--- src/rtl/voice_allocator.sv ---
// voice_allocator: note-on/note-off scheduler for the synth voice pool.
// A linear scan over all voices picks the serving voice for each request.
// On a note-on the order of preference is: retrigger the voice already
// holding the key, then a free voice, then a released voice, then steal.
// Build option: define VOICE_STEAL_EN to enable voice stealing through a
// round-robin pointer. When it is undefined, a note-on with no usable voice
// is dropped and alloc_fail pulses.
module voice_allocator #(
  parameter int VOICES  = 32,
  parameter int V_WIDTH = $clog2(VOICES)
) (
  input  logic               reg_clk,
  input  logic               reset_reg_N,
  input  logic               req_valid,
  input  logic               req_on,
  input  logic [7:0]         req_key,
  input  logic [7:0]         req_vel,
  input  logic [VOICES-1:0]  voice_free,
  output logic               req_ready,
  output logic               alloc_valid,
  output logic [V_WIDTH-1:0] alloc_adr,
  output logic [7:0]         alloc_key,
  output logic [7:0]         alloc_vel,
  output logic               alloc_on,
  output logic [VOICES-1:0]  keys_on,
  output logic [V_WIDTH:0]   active_keys,
  output logic               steal,
  output logic               off_note_error,
  output logic               alloc_fail
);

  typedef enum logic [1:0] {IDLE, SCAN, ISSUE} state_t;

  localparam logic [V_WIDTH-1:0] LAST = V_WIDTH'(VOICES - 1);

  state_t                   state_q, state_d;
  logic [V_WIDTH-1:0]       idx_q, idx_d;
  logic [7:0]               key_q, key_d, vel_q, vel_d;
  logic                     on_q, on_d;
  logic [VOICES-1:0]        free_snap_q, free_snap_d;
  logic                     m_hit_q, m_hit_d, f_hit_q, f_hit_d, r_hit_q, r_hit_d;
  logic [V_WIDTH-1:0]       m_idx_q, m_idx_d, f_idx_q, f_idx_d, r_idx_q, r_idx_d;
  logic [VOICES-1:0][7:0]   key_tab_q, key_tab_d;
  logic [VOICES-1:0]        keys_on_q, keys_on_d;
  logic [V_WIDTH:0]         active_q, active_d;
  logic                     req_ready_q, req_ready_d;
  logic                     alloc_valid_q, alloc_valid_d;
  logic [V_WIDTH-1:0]       alloc_adr_q, alloc_adr_d;
  logic [7:0]               alloc_key_q, alloc_key_d, alloc_vel_q, alloc_vel_d;
  logic                     alloc_on_q, alloc_on_d;
  logic                     off_err_q, off_err_d;
  logic                     fail_q, fail_d;
  logic                     cur_m, cur_f, cur_r, hit;
  logic [V_WIDTH-1:0]       sel;
`ifdef VOICE_STEAL_EN
  logic [V_WIDTH-1:0]       sp_q, sp_d;
  logic                     steal_q, steal_d;
`endif

  // Scan step, final voice selection and key-table update
  always_comb begin
    state_d       = state_q;
    idx_d         = idx_q;
    key_d         = key_q;
    vel_d         = vel_q;
    on_d          = on_q;
    free_snap_d   = free_snap_q;
    m_hit_d       = m_hit_q;
    f_hit_d       = f_hit_q;
    r_hit_d       = r_hit_q;
    m_idx_d       = m_idx_q;
    f_idx_d       = f_idx_q;
    r_idx_d       = r_idx_q;
    key_tab_d     = key_tab_q;
    keys_on_d     = keys_on_q;
    active_d      = active_q;
    req_ready_d   = req_ready_q;
    alloc_valid_d = 1'b0;
    alloc_adr_d   = alloc_adr_q;
    alloc_key_d   = alloc_key_q;
    alloc_vel_d   = alloc_vel_q;
    alloc_on_d    = alloc_on_q;
    off_err_d     = 1'b0;
    fail_d        = 1'b0;
    hit           = 1'b0;
    sel           = '0;
`ifdef VOICE_STEAL_EN
    sp_d          = sp_q;
    steal_d       = 1'b0;
`endif
    // Candidate classes of the voice under examination this cycle
    cur_m = keys_on_q[idx_q] && (key_tab_q[idx_q] == key_q);
    cur_f = !keys_on_q[idx_q] && free_snap_q[idx_q];
    cur_r = !keys_on_q[idx_q] && !free_snap_q[idx_q];
    case (state_q)
      IDLE: begin
        if (req_valid && req_ready_q) begin
          key_d       = req_key;
          vel_d       = req_vel;
          on_d        = req_on;
          free_snap_d = voice_free;
          m_hit_d     = 1'b0;
          f_hit_d     = 1'b0;
          r_hit_d     = 1'b0;
          idx_d       = '0;
          req_ready_d = 1'b0;
          state_d     = SCAN;
        end
      end
      SCAN: begin
        // Only the first hit of each class is kept, so the lowest index wins
        if (cur_m && !m_hit_q) begin m_hit_d = 1'b1; m_idx_d = idx_q; end
        if (cur_f && !f_hit_q) begin f_hit_d = 1'b1; f_idx_d = idx_q; end
        if (cur_r && !r_hit_q) begin r_hit_d = 1'b1; r_idx_d = idx_q; end
        idx_d = idx_q + 1'b1;
        // The last scan cycle resolves the request so that ISSUE shows
        // registered results
        if (idx_q == LAST) begin
          state_d = ISSUE;
          if (on_q) begin
            hit = 1'b1;
            if (m_hit_d)      sel = m_idx_d;
            else if (f_hit_d) sel = f_idx_d;
            else if (r_hit_d) begin
              sel = r_idx_d;
`ifdef VOICE_STEAL_EN
              steal_d = 1'b1;
`endif
            end else begin
`ifdef VOICE_STEAL_EN
              sel     = sp_q;
              sp_d    = sp_q + 1'b1;
              steal_d = 1'b1;
`else
              hit     = 1'b0;
`endif
            end
            if (hit) begin
              key_tab_d[sel] = key_q;
              keys_on_d[sel] = 1'b1;
              if (!keys_on_q[sel]) active_d = active_q + (V_WIDTH+1)'(1);
              alloc_valid_d = 1'b1;
              alloc_adr_d   = sel;
              alloc_key_d   = key_q;
              alloc_vel_d   = vel_q;
              alloc_on_d    = 1'b1;
            end else begin
              fail_d = 1'b1;
            end
          end else if (m_hit_d) begin
            keys_on_d[m_idx_d] = 1'b0;
            active_d      = active_q - (V_WIDTH+1)'(1);
            alloc_valid_d = 1'b1;
            alloc_adr_d   = m_idx_d;
            alloc_key_d   = key_q;
            alloc_vel_d   = vel_q;
            alloc_on_d    = 1'b0;
          end else begin
            off_err_d = 1'b1;
          end
        end
      end
      ISSUE: begin
        req_ready_d = 1'b1;
        state_d     = IDLE;
      end
      default: state_d = IDLE;
    endcase
  end

  // State and output registers; reset aborts any request in flight
  always_ff @(posedge reg_clk or negedge reset_reg_N) begin
    if (!reset_reg_N) begin
      state_q       <= IDLE;
      idx_q         <= '0;
      key_q         <= '0;
      vel_q         <= '0;
      on_q          <= 1'b0;
      free_snap_q   <= '0;
      m_hit_q       <= 1'b0;
      f_hit_q       <= 1'b0;
      r_hit_q       <= 1'b0;
      m_idx_q       <= '0;
      f_idx_q       <= '0;
      r_idx_q       <= '0;
      key_tab_q     <= '0;
      keys_on_q     <= '0;
      active_q      <= '0;
      req_ready_q   <= 1'b1;
      alloc_valid_q <= 1'b0;
      alloc_adr_q   <= '0;
      alloc_key_q   <= '0;
      alloc_vel_q   <= '0;
      alloc_on_q    <= 1'b0;
      off_err_q     <= 1'b0;
      fail_q        <= 1'b0;
`ifdef VOICE_STEAL_EN
      sp_q          <= '0;
      steal_q       <= 1'b0;
`endif
    end else begin
      state_q       <= state_d;
      idx_q         <= idx_d;
      key_q         <= key_d;
      vel_q         <= vel_d;
      on_q          <= on_d;
      free_snap_q   <= free_snap_d;
      m_hit_q       <= m_hit_d;
      f_hit_q       <= f_hit_d;
      r_hit_q       <= r_hit_d;
      m_idx_q       <= m_idx_d;
      f_idx_q       <= f_idx_d;
      r_idx_q       <= r_idx_d;
      key_tab_q     <= key_tab_d;
      keys_on_q     <= keys_on_d;
      active_q      <= active_d;
      req_ready_q   <= req_ready_d;
      alloc_valid_q <= alloc_valid_d;
      alloc_adr_q   <= alloc_adr_d;
      alloc_key_q   <= alloc_key_d;
      alloc_vel_q   <= alloc_vel_d;
      alloc_on_q    <= alloc_on_d;
      off_err_q     <= off_err_d;
      fail_q        <= fail_d;
`ifdef VOICE_STEAL_EN
      sp_q          <= sp_d;
      steal_q       <= steal_d;
`endif
    end
  end

  assign req_ready      = req_ready_q;
  assign alloc_valid    = alloc_valid_q;
  assign alloc_adr      = alloc_adr_q;
  assign alloc_key      = alloc_key_q;
  assign alloc_vel      = alloc_vel_q;
  assign alloc_on       = alloc_on_q;
  assign keys_on        = keys_on_q;
  assign active_keys    = active_q;
  assign off_note_error = off_err_q;
  assign alloc_fail     = fail_q;
`ifdef VOICE_STEAL_EN
  assign steal          = steal_q;
`else
  assign steal          = 1'b0;
`endif

endmodule

--- config.mk ---
export PLATFORM = sky130hd
export DESIGN_NAME = voice_allocator
export DESIGN_NICKNAME = d
export VERILOG_FILES = /design/src/rtl/voice_allocator.sv
export SDC_FILE = /design/constraint.sdc
export NUM_CORES = 1
export LEC_CHECK = 0
export BUFFER_PORTS_ARGS = -buffer_cell sky130_fd_sc_hd__clkbuf_2
export CAP_MARGIN = 20
export CORE_AREA = 5 5 194 196
export DETAILED_ROUTE_END_ITERATION = 10
export DIE_AREA = 0 0 199 201
export PLACE_DENSITY = 0.72
export SLEW_MARGIN = 30
export SYNTH_ARGS = -nofsm -noshare
export SYNTH_HDL_FRONTEND = slang
export SYNTH_SLANG_ARGS = --single-unit
--- constraint.sdc ---
create_clock -name reg_clk -period 6.6 [get_ports reg_clk]
set_clock_uncertainty 0.05 [all_clocks]
set_input_delay 0.66 -clock reg_clk [delete_from_list [all_inputs] [get_ports reg_clk]]
set_output_delay 0.66 -clock reg_clk [all_outputs]
set_load 0.005 [all_outputs]
==> results of run 1 <==
## metal layers
metal / GRT usage, % / routed length, µm / part of all wire [%] / vias to the layer above
met4: 10.2 / 2150 / 3.9 / 0
met2: 44.8 / 26500 / 48 / 531
li1: - / - / - / 5955
met5: 0 / 0 / 0 / -
met3: 4.26 / 3310 / 6.0 / 141
met1: 38.8 / 23200 / 42 / 7042
## flip-flops by register name, indices dropped and copies added (netlist names), 2 cells and up
register,cells
f_idx_q,5
free_snap_q,32
key_q,8
keys_on,32
active_keys,6
vel_q,8
m_idx_q,5
r_idx_q,5
alloc_key,8
alloc_adr,5
idx_q,5
key_tab_q,256
alloc_vel,8
state_q,2
## where the power goes
group / internal [W] / total (W) / switching [W]
Combinational: 0.000803 / 0.00218 / 0.00138
Clock: 0.00143 / 0.00242 / 0.000992
Sequential: 0.00253 / 0.00271 / 0.000182
## logic make-up (layout without fill, tap and decap cells)
family | after synthesis | after routing
other | 1 | 1
AO/OA/AOI/OAI | 247 | 247
buffers and inverters | 130 | 294
AND/OR/NAND/NOR | 300 | 300
adder cells (fa/ha/maj) | 7 | 7
flip-flops | 394 | 394
multiplexers | 452 | 452
XOR/XNOR | 11 | 11
## cells in the mapped netlist, drive strengths merged, types with 5 or more instances
cell / count / area (µm²)
and3: 17 / 106
a22o: 5 / 43.8
o31ai: 12 / 90.1
a21o: 9 / 67.6
nor4: 5 / 31.3
mux2: 330 / 3720
a211o: 6 / 52.6
and2: 15 / 93.8
nor2: 51 / 219
or3: 7 / 43.8
a221oi: 11 / 114
clkbuf: 68 / 256
nand2: 110 / 413
inv: 22 / 82.6
nor2b: 22 / 138
dfrtp: 393 / 9830
mux4: 34 / 766
xnor2: 6 / 52.6
a21oi: 29 / 145
nand2b: 16 / 100
mux2i: 88 / 881
nand4: 11 / 83.8
xor2: 5 / 43.8
nand3: 21 / 105
o21ai: 78 / 390
a22oi: 36 / 270
nor3: 13 / 65.1
o311a: 5 / 51.3
ha: 6 / 75.1
buf: 39 / 267
a211oi: 9 / 67.6
a221o: 5 / 50.1
a2111oi: 7 / 61.3
## how the worst max path moves through the flow
stage / startpoint / to / depth (start not counted)
after detailed placement: idx_q[2] / active_keys[1] / 14
after CTS: idx_q[2] / active_keys[1] / 14
after global placement: idx_q[2] / key_tab_q[218] / 13
after global routing: idx_q[2] / active_keys[1] / 14
after floorplan: idx_q[2] / active_keys[1] / 16
final: idx_q[2] / key_tab_q[216] / 13
## cell type report
| type | count | share of cell area, % |
|---|---|---|
| sequential | 394 | 44.8 |
| multi-input combinational | 1018 | 40.1 |
| clock buffer | 57 | 5.59 |
| timing repair buffer | 193 | 5.54 |
| tap | 468 | 2.66 |
| clock inverter | 21 | 0.927 |
| inverter | 23 | 0.392 |
## metrics by stage
step	setup slack (ns)	hold slack, ns	utilization [%]	instances
CTS	0.633	0.0548	61.2	2173
finish	0.616	0.0410	61.3	2174
detailed placement	0.644	0.421	57.2	2095
floorplan	1.98	0.314	-	1542
global route	0.0561	0.0992	61.3	2174
global placement	0.766	0.410	57.2	2095
==> metrics.md, run 1 <==
| Metric | Value |
|---|---|
| Synthesized-area fraction occupied by and/or/nand/nor cells | 7.78% |
| Remaining global-route overflow | 0 |
| Post-layout min period | 5.98 ns |
| CP Buf/Inv Count | 1 |
| Tightest Hold Check Type | in2async |
| Vias post-DR | 13700 |
| Cell at the root of the clock tree | sky130_fd_sc_hd__clkbuf_16 |
| Startpoint type of the worst setup path | register |
| Result of the run | finished clean |
| Synth Register Bits | 394 |
| Main flop type after synthesis | sky130_fd_sc_hd__dfrtp_1 |
| Number of enable flip-flop cells after synthesis | 0 |
| Most repeated library cell on the critical path | sky130_fd_sc_hd__nand2_1 |
| Signal arrival time at the worst endpoint | 6.38 ns |
| Vias in the first global route | 14000 |
| First-pass iteration count of the detailed router | 7 |
| Final wirelength | 55200 µm |
| Async set-reset flop share out of synthesis | 100% |
| Worst-Skew Late Latency | 0.58 ns |
| Final hold violation count | 0 |
| Share of synthesized area spent on multiplexers | 27.8% |
| Max_cap viols | 0 |
| Post-CTS Setup Bufs | 0 |
| TritonCTS clock tree | built |
| Final GP Congestion | 0.945 |
| Placed wire-length estimate after detailed placement | 38300 µm |
| Clock Pin Slew Worst Setup and Hold Paths | 0.06 ns |
| Overall Power | 0.00732 W |
| Number of nets in the finished design | 1732 |
| Required arrival time at the worst endpoint | 7.00 ns |
| Number of DRC violations after detailed-routing iteration 0 | 1056 |
| Kind of critical path | reg2reg |
| Sequential element share of the synthesized area | 51.2% |
| Buffers on Ports | 115 |
| Count of mapped cells out of synthesis | 1542 |
| Areal power density over the cells | 333 nW/µm² |
| Number of endpoints failing setup at the final stage | 0 |
| Cell family with most CP delay | simple AND/OR/NAND/NOR gates |
| Area share of fa/ha/maj cells after synthesis | 0.493% |
| Warning count from the yosys run | 0 |
| Number of inserted filler cells in the final layout | 2864 |
| Initial cell density of the core | 53.7% |
| Worst Reg2Reg Path Length in Cells | 13 |
| Remaining antenna violation count | 0 |
| Fraction of synthesized cell area in xor and xnor cells | 0.500% |
| Routed wire per std cell | 25.4 µm |
| Antenna violations before repair | 0 |
| Static leakage | 10.6 nW |
| Count of H-tree levels built during CTS | 2 |
| Post-CTS sizing | 0 |
| Highest clock rate | 167 MHz |
| Avg Synthesized Cell Area | 12.5 µm² |
| Seq. cell area | 9870 µm² |
| Unrepaired setup endpoints after global routing | false |
| CP Max Fanout | 30 |
| CTS Buffer Depth | 3 |
| Floorplan die width | 199 µm |
| Final period util | 90.7% |
| Multi-input gate area in the final layout | 8810 µm² |
| Critical register-to-register path startpoint | idx_q[2] |
| Most common cell after layout, fill and taps aside | sky130_fd_sc_hd__dfrtp_1 |
| Slew at the pin closest to its max-slew limit | 0.982 ns |
| CORE AREA | 35900 µm² |
| Distinct cell type count after synthesis | 78 |
| Capturing element type of the critical path | register |
| Height of the die | 201 µm |
| Largest net degree at the start of global routing | 171 |
| Number of clock sinks seen by CTS | 394 |
| Share of post-route cells with drive strength above 1 | 38.5% |
| Number of CTS-inserted buffers | 43 |
| Crit-path slowest cell | sky130_fd_sc_hd__dfrtp_4 |
| Total routing usage reported by global routing | 27.9% |
| Worst reg2reg setup slack | 0.62 ns |
| Largest family of logic cells by synthesized area | multiplexers |
| Worst slew margin relative to its limit | 33.5% |
| Growth of design area from synthesis to finish | 14.2% |
| Count of inserted antenna diode cells | 0 |
| Largest vdd supply drop | 254 µV |
| Setup TNS | 0 ns |
| Die Footprint | 40000 µm² |
| Global-route wire length before repair | 85600 µm |
| Post-Layout Inst Area | 22000 µm² |
| Commonest cells after routing, fill and taps aside | 391 x sky130_fd_sc_hd__dfrtp_1, 330 x sky130_fd_sc_hd__mux2_2, 114 x sky130_fd_sc_hd__clkbuf_2, 110 x sky130_fd_sc_hd__nand2_1, 88 x sky130_fd_sc_hd__mux2i_1 |
| Compound-Gate Fraction of Synth Area | 9.04% |
| Final Slew Violations | 0 |
| DRC violation count after routing | 0 |
| Cell Rows | 70 |
| Number of hold buffers added after CTS | 0 |
| Synthesized net count | 1601 |
| Number of top-level pins | 117 |
| Delay of the slowest cell on the worst path | 0.80 ns |
| Ratio of routed vias to standard cells | 6.29 |
| Reg2reg end | key_tab_q[216] |
| Sequence of cells on the critical path | buf_4, mux4_2, a22oi_1, nand2_1, xnor2_1, nand3_1, a221oi_4, and3_1, nor3b_1, a221o_1, nor3_1, nand2_1, mux2_2 |
| Post-Place Cell Area | 20500 µm² |
| Post-synthesis cell area | 19300 µm² |
Power figures use the tool's default switching activity.
==> run 2, diff against run 1 <==
Clock period 6.6 ns to 5.6 ns, I/O delays scaled along.
==> metrics.md, run 2 (same netlist as run 1, synthesis figures left out) <==
| Metric | Value |
|---|---|
| Number of DRC violations after detailed-routing iteration 0 | 1158 |
| Slew at the pin closest to its max-slew limit | 0.878 ns |
| Number of nets in the finished design | 1777 |
| First-pass iteration count of the detailed router | 5 |
| Result of the run | finished clean |
| Worst slew margin relative to its limit | 41.5% |
| Worst reg2reg setup slack | 0.29 ns |
| Commonest cells after routing, fill and taps aside | 391 x sky130_fd_sc_hd__dfrtp_1, 330 x sky130_fd_sc_hd__mux2_2, 114 x sky130_fd_sc_hd__clkbuf_2, 110 x sky130_fd_sc_hd__nand2_1, 101 x sky130_fd_sc_hd__buf_4 |
| Worst Reg2Reg Path Length in Cells | 15 |
| Most common cell after layout, fill and taps aside | sky130_fd_sc_hd__dfrtp_1 |
| Sequence of cells on the critical path | buf_12, mux4_2, a22oi_1, nand2_1, xnor2_1, nand3_1, a221oi_4, and3_1, mux2i_1, a221oi_1, o31ai_1, a41oi_1, o41ai_4, buf_4, mux2_2 |
| Kind of critical path | reg2reg |
| Required arrival time at the worst endpoint | 5.99 ns |
| DRC violation count after routing | 0 |
| Placed wire-length estimate after detailed placement | 38900 µm |
| Tightest Hold Check Type | in2reg |
| Reg2reg end | active_keys[1] |
| Die Footprint | 40000 µm² |
| Total routing usage reported by global routing | 28.0% |
| Buffers on Ports | 115 |
| Startpoint type of the worst setup path | register |
| Initial cell density of the core | 53.7% |
| Max_cap viols | 0 |
| Vias post-DR | 13700 |
| Height of the die | 201 µm |
| Capturing element type of the critical path | register |
| Highest clock rate | 188 MHz |
| Crit-path slowest cell | sky130_fd_sc_hd__dfrtp_4 |
| Unrepaired setup endpoints after global routing | false |
| Cell at the root of the clock tree | sky130_fd_sc_hd__clkbuf_16 |
| Register with the most flip-flops | key_tab_q |
| Number of endpoints failing setup at the final stage | 0 |
| Largest net degree at the start of global routing | 158 |
| Setup TNS | 0 ns |
| Share of post-route cells with drive strength above 1 | 40.1% |
| Antenna violations before repair | 2 |
| Final period util | 94.9% |
| Delay of the slowest cell on the worst path | 0.64 ns |
| Number of clock sinks seen by CTS | 394 |
| Clock Pin Slew Worst Setup and Hold Paths | 0.07 ns |
| Largest vdd supply drop | 275 µV |
| Hold Path Sink | key_q[3] |
| Static leakage | 10.9 nW |
| Final wirelength | 55700 µm |
| Count of H-tree levels built during CTS | 2 |
| Multi-input gate area in the final layout | 8820 µm² |
| Final hold violation count | 0 |
| Number of cells in the design after placement | 2140 |
| Floorplan die width | 199 µm |
| Number of CTS-inserted buffers | 42 |
| Signal arrival time at the worst endpoint | 5.70 ns |
| Worst path depth | 15 |
| Ratio of routed vias to standard cells | 6.19 |
| CORE AREA | 35900 µm² |
| Seq. cell area | 9870 µm² |
| Launch instance of the worst min-delay path | req_key[3] |
| Non-filler instance count after layout | 2219 |
| Areal power density over the cells | 397 nW/µm² |
| Final GP Congestion | 0.993 |
| Growth of design area from synthesis to finish | 17.7% |
| CP Max Fanout | 40 |
| CP Buf/Inv Count | 2 |
| Critical register-to-register path startpoint | idx_q[2] |
| Worst-Skew Late Latency | 0.56 ns |
| Count of inserted antenna diode cells | 0 |
| Routed wire per std cell | 25.1 µm |
| Cell family with most CP delay | compound AO/OA/AOI/OAI gates |
| Final Slew Violations | 0 |
| Worst hold path depth | 3 |
| Global-route wire length before repair | 86200 µm |
| Remaining antenna violation count | 0 |
| Post-layout min period | 5.31 ns |
| Number of flip-flops under the largest register name | 256 |
| Hold Worst Slack | 0.165 ns |
| Number of inserted filler cells in the final layout | 2818 |
| TritonCTS clock tree | built |
| Number of top-level pins | 117 |
| Remaining global-route overflow | 0 |
| Cell Rows | 70 |
| CTS Buffer Depth | 3 |
| Vias in the first global route | 14100 |
==> run 2: cell count changes in the layout (fill, tap and decap cells not counted), sizes merged <==
cell,delta
buf,+44
clkinv,-6
bufinv,+4
clkinvlp,+2
clkbuf,+1
dlygate4sd3,+1
inv,-1
==> run 2: how the worst max path moves through the flow <==
| stage | start | endpoint | slack [ns] |
|---|---|---|---|
| finish | idx_q[2] | active_keys[1] | 0.29 |
| global route | idx_q[2] | active_keys[1] | 0.03 |
| CTS | idx_q[2] | active_keys[1] | 0.18 |
| detailed placement | idx_q[2] | active_keys[1] | 0.20 |
| global placement | idx_q[2] | active_keys[4] | 0.21 |
| floorplan | idx_q[2] | active_keys[1] | 0.98 |
==> run 2: repair_timing <==
| action | 4_1_cts | 5_1_grt |
|---|---|---|
| endpoints found under the hold margin | 71 | 0 |
| hold buffers | 1 | 0 |
| buffers inserted | 0 | 1 |
| resized for setup | 0 | 1 |
| endpoints found under the setup margin | 0 | 79 |
==> run 2: layer usage <==
layer | vias up | wire length, µm | GRT usage, %
met5 | - | 8 | 0
met4 | 2 | 2280 | 10.7
met3 | 132 | 3380 | 4.38
met2 | 479 | 26800 | 45.4
met1 | 7078 | 23200 | 38.1
li1 | 6050 | - | -
==> run 2: worst reg2reg max path: cells and delay by family (launching register included) <==
kind | cells | cell delay, ns
AO/OA/AOI/OAI | 6 | 1.64
buffers and inverters | 2 | 0.52
XOR/XNOR | 1 | 0.18
flip-flops | 1 | 0.64
AND/OR/NAND/NOR | 3 | 0.74
multiplexers | 3 | 1.40
==> run 2: through the flow <==
step / area [µm²] / setup WS [ns] / util, % / total power [W]
finish: 22700 / 0.286 / 63.1 / 0.00900
CTS: 22600 / 0.178 / 63.0 / 0.00900
detailed placement: 21100 / 0.200 / 58.8 / 0.00594
floorplan: 19300 / 0.984 / - / 0.00488
global route: 22700 / 0.0256 / 63.1 / 0.00936
global placement: 21100 / 0.210 / 58.8 / 0.00592
==> run 2: layout make-up <==
type                            instances  share of cell area, %
Multi-Input combinational cell       1018                   38.9
Sequential cell                       394                   43.5
Inverter                               23                  0.381
Clock buffer                           57                   5.46
Tap cell                              468                   2.58
Clock inverter                         20                   1.27
Timing Repair Buffer                  239                   7.90
==> run 2: report_power, final <==
group / switching [W] / leakage (nW) / internal [W] / total, W
clock network: 0.00115 / 0.748 / 0.00188 / 0.00303
registers: 0.000200 / 5.36 / 0.00298 / 0.00318
logic: 0.00173 / 4.78 / 0.00106 / 0.00279
==> run 3, diff against run 2 <==
Settings changed: BUFFER_PORTS_ARGS -buffer_cell sky130_fd_sc_hd__clkbuf_2 to default, DONT_BUFFER_PORTS from default to 1, PLACE_DENSITY 0.72 to 0.7.
==> metrics.md, run 3 (same netlist as run 1, synthesis figures left out) <==
| Metric | Value |
|---|---|
| Result of the run | finished with violations |
| Violations in the final reports | negative hold slack |
| Remaining antenna violation count | 0 |
| Areal power density over the cells | 398 nW/µm² |
| Most repeated library cell on the critical path | sky130_fd_sc_hd__buf_4 |
| Worst slew margin relative to its limit | 28.5% |
| Post-Place Cell Area | 20700 µm² |
| Setup TNS | 0 ns |
| Slew at the pin closest to its max-slew limit | 1.07 ns |
| Post-Layout Inst Area | 22100 µm² |
| Vias in the first global route | 13900 |
| Number of nets in the finished design | 1675 |
| First-pass iteration count of the detailed router | 5 |
| Register with the most flip-flops | key_tab_q |
| Share of post-route cells with drive strength above 1 | 35.9% |
| Hold Worst Slack | -0.343 ns |
| Commonest cells after routing, fill and taps aside | 391 x sky130_fd_sc_hd__dfrtp_1, 330 x sky130_fd_sc_hd__mux2_2, 110 x sky130_fd_sc_hd__nand2_1, 107 x sky130_fd_sc_hd__buf_4, 88 x sky130_fd_sc_hd__mux2i_1 |
| Unrepaired setup endpoints after global routing | false |
| Routed wire per std cell | 26.3 µm |
| Buffers on Ports | 0 |
| Final hold violation count | 393 |
| Sequence of cells on the critical path | buf_12, nor2b_1, a22oi_1, nand3_1, o31ai_1, or3_1, a221oi_4, buf_4, nand4_4, o221ai_4, buf_4, a21oi_1, a22o_1, a221o_1, o41ai_4, buf_4, mux2_2 |
| Worst-Skew Late Latency | 0.57 ns |
| TritonCTS clock tree | built |
| Share of total power consumed by net switching | 34.6% |
| Most common cell after layout, fill and taps aside | sky130_fd_sc_hd__dfrtp_1 |
| Start point of the critical path | idx_q[3] |
| Critical register-to-register path startpoint | idx_q[3] |
| Floorplan die width | 199 µm |
| Total routing usage reported by global routing | 28.1% |
| CP Max Fanout | 16 |
| Number of DRC violations after detailed-routing iteration 0 | 1025 |
| Signal arrival time at the worst endpoint | 5.65 ns |
| CTS Buffer Depth | 3 |
| Largest net degree at the start of global routing | 395 |
| Vias post-DR | 13200 |
| Final period util | 93.8% |
| Startpoint type of the worst setup path | register |
| Crit path setup slack, layout | 0.350 ns |
| Final Slew Violations | 0 |
| Psw | 0.00304 W |
| Internal power | 0.00576 W |
| Cell at the root of the clock tree | sky130_fd_sc_hd__clkbuf_16 |
| Cell Rows | 70 |
| Height of the die | 201 µm |
| Tightest Hold Check Type | in2async |
| Number of flip-flops under the largest register name | 256 |
| Kind of critical path | reg2reg |
| Gate power share | 32.9% |
| Cell family with most CP delay | compound AO/OA/AOI/OAI gates |
| Placement-stage worst setup slack | 0.278 ns |
| Growth of design area from synthesis to finish | 14.8% |
| Number of CTS-inserted buffers | 43 |
| Number of clock sinks seen by CTS | 394 |
| Remaining global-route overflow | 0 |
| CP Buf/Inv Count | 4 |
| Placed wire-length estimate after detailed placement | 38200 µm |
| Largest vdd supply drop | 299 µV |
| Number of endpoints failing setup at the final stage | 0 |
| Share of total power in sequential cells | 35.5% |
| Post-layout min period | 5.25 ns |
| Max_cap viols | 0 |
| Number of cells in the design after placement | 2034 |
| Crit-path slowest cell | sky130_fd_sc_hd__nor2b_1 |
| Capturing element type of the critical path | register |
| Highest clock rate | 190 MHz |
| Count of H-tree levels built during CTS | 2 |
| Static leakage | 10.4 nW |
| Global-route wire length before repair | 86100 µm |
| Die Footprint | 40000 µm² |
| Required arrival time at the worst endpoint | 6.00 ns |
| Ratio of routed vias to standard cells | 6.24 |
| Number of top-level pins | 117 |
| Initial cell density of the core | 53.7% |
| Clock Pin Slew Worst Setup and Hold Paths | 0.06 ns |
| Final GP Congestion | 0.957 |
| DRC violation count after routing | 0 |
| Non-filler instance count after layout | 2118 |
| Proportion of power drawn by the clock network | 31.6% |
| Delay of the slowest cell on the worst path | 0.56 ns |
| CORE AREA | 35900 µm² |
| Final wirelength | 55700 µm |
| Antenna violations before repair | 1 |
[run 3: cell count changes in the layout (fill, tap and decap cells not counted), sizes merged]
cell         before  now
buf             123  136
clkinv            9   14
inv              23   22
diode             0    2
bufinv            7    2
dlygate4sd3       1    0
clkbuf          172   62
clkinvlp          4    0
[run 3: metrics by stage]
step / hold WS [ns] / power [W] / util [%]
final: -0.343 / 0.00880 / 61.6
after global routing: -0.376 / 0.00917 / 61.6
after CTS: -0.376 / 0.00877 / 61.4
after detailed placement: 0.225 / 0.00598 / 57.6
after global placement: 0.224 / 0.00597 / 57.6
after floorplan: 0.214 / 0.00488 / -
[run 3: layout make-up]
type	count	area, µm²
multi-input cells	1018	8810
fillers	2835	13800
flip-flops and latches	394	9870
inverters	23	86.3
diodes	2	5.00
clock buffers	62	1250
repair buffers	136	1380
clock inverters	15	129
well taps	468	586
[run 3: path summary, 6_finish.rpt]
check                                 end  slack [ns]  depth (start not counted)
min reg2reg                key_tab_q[211]        0.42                          2
max in group asynchronous        key_q[0]        4.97                          0
min in group reg_clk             key_q[3]        0.07                          2
max                        active_keys[4]        0.35                         17
max reg2reg                active_keys[4]        0.35                         17
min                          alloc_vel[1]       -0.34                          0
[run 3: what timing repair did]
item / CTS / global route
setup endpoints to repair: 0 / 101
gates resized for setup: 0 / 1
setup buffers: 0 / 5
endpoints found under the hold margin: 394 / 394
[run 3: power groups by stage]
stage,registers [W],logic [W],clock network [W]
after floorplan,0.00310,0.00178,0
after global placement,0.00319,0.00278,0
after detailed placement,0.00319,0.00278,0
after CTS,0.00315,0.00280,0.00283
after global routing,0.00314,0.00308,0.00296
final,0.00312,0.00289,0.00278
[run 3: per-layer routing]
layer,up-vias,global-route usage [%],wire length [µm]
li1,5842,-,-
met1,6785,37.9,23400
met2,451,45.3,26600
met3,133,5.91,3500
met4,2,9.89,2210
met5,-,0,9
